==> config.mk <==
export PLATFORM = sky130hd
export DESIGN_NAME = pipe_skid_reg
export DESIGN_NICKNAME = d
export VERILOG_FILES = /design/src/rtl/pipe_pkg.sv /design/src/rtl/pipe_skid_reg.sv
export SDC_FILE = /design/constraint.sdc
export NUM_CORES = 1
export LEC_CHECK = 0
export ABC_AREA = 1
export BUFFER_PORTS_ARGS = -buffer_cell sky130_fd_sc_hd__buf_2
export CORE_MARGIN = 3
export CORE_UTILIZATION = 45
export DETAILED_ROUTE_END_ITERATION = 16
export GPL_TIMING_DRIVEN = 0
export PLACE_DENSITY = 0.68
export SYNTH_ARGS = -nofsm -noshare
export SYNTH_HDL_FRONTEND = slang
export SYNTH_SLANG_ARGS = --single-unit
==> constraint.sdc <==
create_clock -name clk -period 1.95 [get_ports clk]
set_input_delay 0.195 -clock clk [delete_from_list [all_inputs] [get_ports clk]]
set_output_delay 0.195 -clock clk [all_outputs]
set_load 0.05 [all_outputs]
==> src/rtl/pipe_pkg.sv <==
// Shared pipeline-register definitions.
//   pipe_occ_t      : occupancy/state encoding of the interstage skid register
//                     (EMPTY = 0, ONE = 1, FULL = 2); the numeric value is
//                     exported directly as the occupancy count.
//   PIPE_SKID_DEPTH : number of entries an interstage register can hold.
package pipe_pkg;

   typedef enum logic [1:0] {
      PIPE_EMPTY = 2'd0,
      PIPE_ONE   = 2'd1,
      PIPE_FULL  = 2'd2
   } pipe_occ_t;

   localparam int PIPE_SKID_DEPTH = 2;

endpackage : pipe_pkg

==> src/rtl/pipe_skid_reg.sv <==
// Pipeline interstage register with valid/ready handshake and a 2-entry skid
// buffer. Sits between two pipeline stages; the stage payload is packed into
// one WIDTH-bit vector by the surrounding stage wrapper.
//
// Ports
//   clk        in   clock, all logic on posedge
//   reset      in   synchronous active-high reset (highest priority)
//   flush      in   synchronous squash of all held entries (second priority)
//   in_valid   in   upstream offers in_data
//   in_ready   out  registered; 1 = an entry is free this cycle
//   in_data    in   upstream payload
//   out_valid  out  out_data holds a valid op (0 = bubble)
//   out_ready  in   downstream consumes out_data this cycle
//   out_data   out  payload to the next stage (straight from the main register)
//   occupancy  out  entries held: 0, 1 or 2
//
// Parameters
//   WIDTH       payload width in bits (>= 1)
//   BUBBLE_ZERO 1: payload registers clear on reset/flush/drain so out_data
//                  reads 0 whenever out_valid = 0
//               0: payload registers are never cleared (out_data don't-care
//                  while out_valid = 0)
module pipe_skid_reg
   import pipe_pkg::*;
#(
   parameter int WIDTH       = 64,
   parameter bit BUBBLE_ZERO = 1'b1
) (
   input  logic             clk,
   input  logic             reset,
   input  logic             flush,
   input  logic             in_valid,
   output logic             in_ready,
   input  logic [WIDTH-1:0] in_data,
   output logic             out_valid,
   input  logic             out_ready,
   output logic [WIDTH-1:0] out_data,
   output logic [1:0]       occupancy
);

   pipe_occ_t        state_q, state_d;
   logic             in_ready_q, in_ready_d;
   logic [WIDTH-1:0] main_q, main_d;   // oldest entry, drives out_data
   logic [WIDTH-1:0] skid_q, skid_d;   // overflow entry, always younger than main

   logic in_fire;
   logic out_fire;

   assign out_valid = (state_q != PIPE_EMPTY);
   assign out_data  = main_q;
   assign occupancy = state_q;
   assign in_ready  = in_ready_q;

   // in_ready_q is 0 only in FULL, so an offer while FULL is simply ignored.
   assign in_fire  = in_valid & in_ready_q;
   assign out_fire = out_valid & out_ready;

   always_comb begin
      state_d = state_q;
      main_d  = main_q;
      skid_d  = skid_q;

      if (flush) begin
         // Any in_fire this cycle is dropped; an out_fire is treated as
         // consumed and the downstream stage squashes it itself.
         state_d = PIPE_EMPTY;
         if (BUBBLE_ZERO) begin
            main_d = '0;
            skid_d = '0;
         end
      end else begin
         case (state_q)
            PIPE_EMPTY: begin
               if (in_fire) begin
                  main_d  = in_data;
                  state_d = PIPE_ONE;
               end
            end
            PIPE_ONE: begin
               if (in_fire && out_fire) begin
                  // full-throughput pass: replace the consumed entry
                  main_d = in_data;
               end else if (in_fire) begin
                  skid_d  = in_data;
                  state_d = PIPE_FULL;
               end else if (out_fire) begin
                  state_d = PIPE_EMPTY;
                  if (BUBBLE_ZERO) begin
                     main_d = '0;
                  end
               end
            end
            PIPE_FULL: begin
               if (out_fire) begin
                  main_d  = skid_q;
                  state_d = PIPE_ONE;
                  if (BUBBLE_ZERO) begin
                     skid_d = '0;
                  end
               end
            end
            default: begin
               state_d = PIPE_EMPTY;
            end
         endcase
      end

      // Registered ready: derived from the next state only, so there is no
      // combinational path from in_* or out_ready to in_ready.
      in_ready_d = (state_d != PIPE_FULL);
   end

   always_ff @(posedge clk) begin
      if (reset) begin
         state_q    <= PIPE_EMPTY;
         in_ready_q <= 1'b1;
      end else begin
         state_q    <= state_d;
         in_ready_q <= in_ready_d;
      end
   end

   // Payload registers: cleared on reset only when bubbles must read as zero;
   // otherwise they carry no reset at all.
   always_ff @(posedge clk) begin
      if (reset && BUBBLE_ZERO) begin
         main_q <= '0;
         skid_q <= '0;
      end else begin
         main_q <= main_d;
         skid_q <= skid_d;
      end
   end

endmodule : pipe_skid_reg
==> qor.csv <==
metric,value,unit
status,"complete, no violations",
IO Count,137,
DRC viols,0,
cells after synthesis,1116,
syn_area_per_cell,6.12,µm²
Rel. slew slack,66.8,%
Pre-Repair DR Iteration Count,6,
H-Tree Depth,4,
met3 Use GR,4.37,%
Area Overhead vs Synth,25.2,%
CP max-delay cell,dfxtp_4,
final setup fails,0,
chip width,129,µm
Synth top area share,38.4,%
Final Non-Filler Cells,1472,
Final min period,1.83,ns
Antenna Cells,0,
clock sink count,131,
synthesized area,0.00683,mm²
Gate power share,18.1,%
CORE AREA,0.0147,mm²
CP Capture Point,out_data[39],
HPWL Detailed,13.1,mm
Initial Util,46.5,%
max_cap viols,0,
Port Buffers,136,
hold_buf cts,0,
sequential element share of the synthesized area,38.4,%
internal power,5510,µW
Hold Crit Class,in2reg,
Num CTS Buffers,17,
CP max stage delay,0.37,ns
Worst Setup SP,occupancy[0],
Crit Path Class,reg2reg,
initial antenna violation count,0,
Crit. End Element,flop,
Hold Fails Final Rpt,0,
YS warnings,0,
R2R Setup Slk,0.12,ns
DR vias,7144,
vias in the first global route,6445,
worst vdd ir,0.641,mV
"commonest non-fill, non-tap cell in the layout",nor2_1,
fmax,0.546,GHz
Worst setup SP type,flop,
period utilisation layout,93.9,%
layout cell share with drive strength beyond 1,20.3,%
post-synthesis cell type count,22,
Core Rows,44,
largest net degree at the start of global routing,17,
Layout Utilization,58.2,%
post-synth top area cell,dfxtp_1,
leakage,0.00436,µW
Crit Path Max Fanout,10,
Synth Register Bits,131,
R2R Path End,out_data[39],
worst path cell trace,inv_1 > ha_1 > buf_4 > inv_6 > nand2_2 > nand2_4 > buf_8 > buf_6 > nand4_1 > nor2_2 > nor2_1,
Global Route met2 Usage,37.2,%
DIE AREA,0.0167,mm²
average wire per standard cell,12.9,µm
largest cells by area after synthesis,"dfxtp_1 38%, nor2_1 20%, nand2_1 10%",
Nets,1349,
Seq pwr share,36.9,%
CTS tree,yes,
Reg2Reg Depth,11,
P_sw,2210,µW
GRT Total Usage,22.8,%
placed insts,1436,
GR Overflow Total,0,
grt met1 use,30.2,%
Post-DRT Antenna Nets,0,
routability congestion estimate from global placement,0.805,
Clock Pin Slew Worst Setup and Hold Paths,0.06,ns
Synthesized Nets,1190,
"Req. time, crit path",2.27,ns
via-per-instance ratio,4.85,
Clock Power Share,44.9,%
Slew Limit Fails,0,
Worst-Margin Slew,0.498,ns
Worst-Skew Late Latency,0.42,ns
"commonest non-fill, non-tap cells in the layout","350 x nor2_1, 179 x nand2_1, 169 x buf_2",
Iter 0 DRT Violations,639,
Clock Path Buffers,2,
Layout Skew,0.00596,ns
WL final,19.0,mm
sw frac,28.7,%
grt peak-use layer,met2,
clk root buf,clkbuf_16,
crit path DAT,2.15,ns
power per cell area,903,mW/mm²
RR Startpoint,occupancy[0],
first-pass GRT wire length,30.7,mm
die height,129,µm
## Yosys cell counts (all sizes together)
master / n
buf: 52
a21oi: 16
nand4: 65
dfxtp: 131
o21ai: 48
ha: 5
or2: 1
nand2: 185
nor2: 357
clkbuf: 29
nand3: 69
a21boi: 1
inv: 157
## per-layer routing
| metal | vias up | routed length (µm) |
|---|---|---|
| li1 | 3735 | - |
| met1 | 3155 | 8740 |
| met2 | 228 | 8720 |
| met3 | 26 | 1270 |
| met4 | 0 | 274 |
| met5 | - | 0 |
## cell families after synthesis
group / share of synthesized area [%]
fa+ha+maj: 0.915
buf+inv: 14.6
compound gates: 4.80
flops: 38.4
simple gates: 41.3
## power by group through the flow
stage,sequential (µW),combinational [µW],clock [µW]
finish,2850,1400,3470
floorplan,3180,723,0
global route,2860,1580,3620
detailed placement,2910,1340,0
CTS,2850,1360,3520
global placement,2910,1340,0
## worst min path at each step
stage / start / endpoint / slack (ns) / depth (start not counted)
final: in_data[16] / skid_q[16] / 0.03 / 3
after global routing: in_data[49] / skid_q[49] / 0.03 / 3
after CTS: in_data[15] / skid_q[15] / 0.02 / 3
after detailed placement: in_data[15] / skid_q[15] / 0.45 / 3
after global placement: in_data[15] / skid_q[15] / 0.45 / 3
after floorplan: in_data[15] / skid_q[15] / 0.34 / 2
## state kept, by name, summed over array words and instances (netlist names)
name / cells
skid_q: 64
occupancy: 2
in_ready: 1
out_data: 64
## stage by stage
step / setup WS [ns] / TNS, ns / power (µW) / cell area [µm²] / hold slack (ns)
final: 0.119 / 0 / 7730 / 8560 / 0.0298
after CTS: 0.000251 / 0 / 7730 / 8410 / 0.0150
after global routing: -0.00704 / -0.00704 / 8060 / 8560 / 0.0348
after floorplan: 0.0649 / 0 / 3900 / 6840 / 0.340
after detailed placement: -0.0761 / -2.61 / 4260 / 7750 / 0.454
after global placement: -0.0461 / -1.59 / 4250 / 7750 / 0.450
## critical path, delay by kind of cell, from the launching register on
family / cells / cell delay (ns)
fa+ha+maj: 1 / 0.20
buf+inv: 5 / 0.65
flops: 1 / 0.37
simple gates: 5 / 0.49
## cell type report
type	count	area, µm²
fill	1527	6140
clock buffer	23	488
clock inverter	9	149
tap	184	230
multi-input combinational	748	3260
inverter	157	594
sequential	131	2630
buffer	81	488
timing repair buffer	139	716
## what timing repair did
action                                  4_1_cts  5_1_grt
buffers inserted                              1        2
cloned                                        0        1
endpoints found under the setup margin       68      102
resized for setup                             5       68
pin swaps                                     0        8
Power figures use the tool's default switching activity.
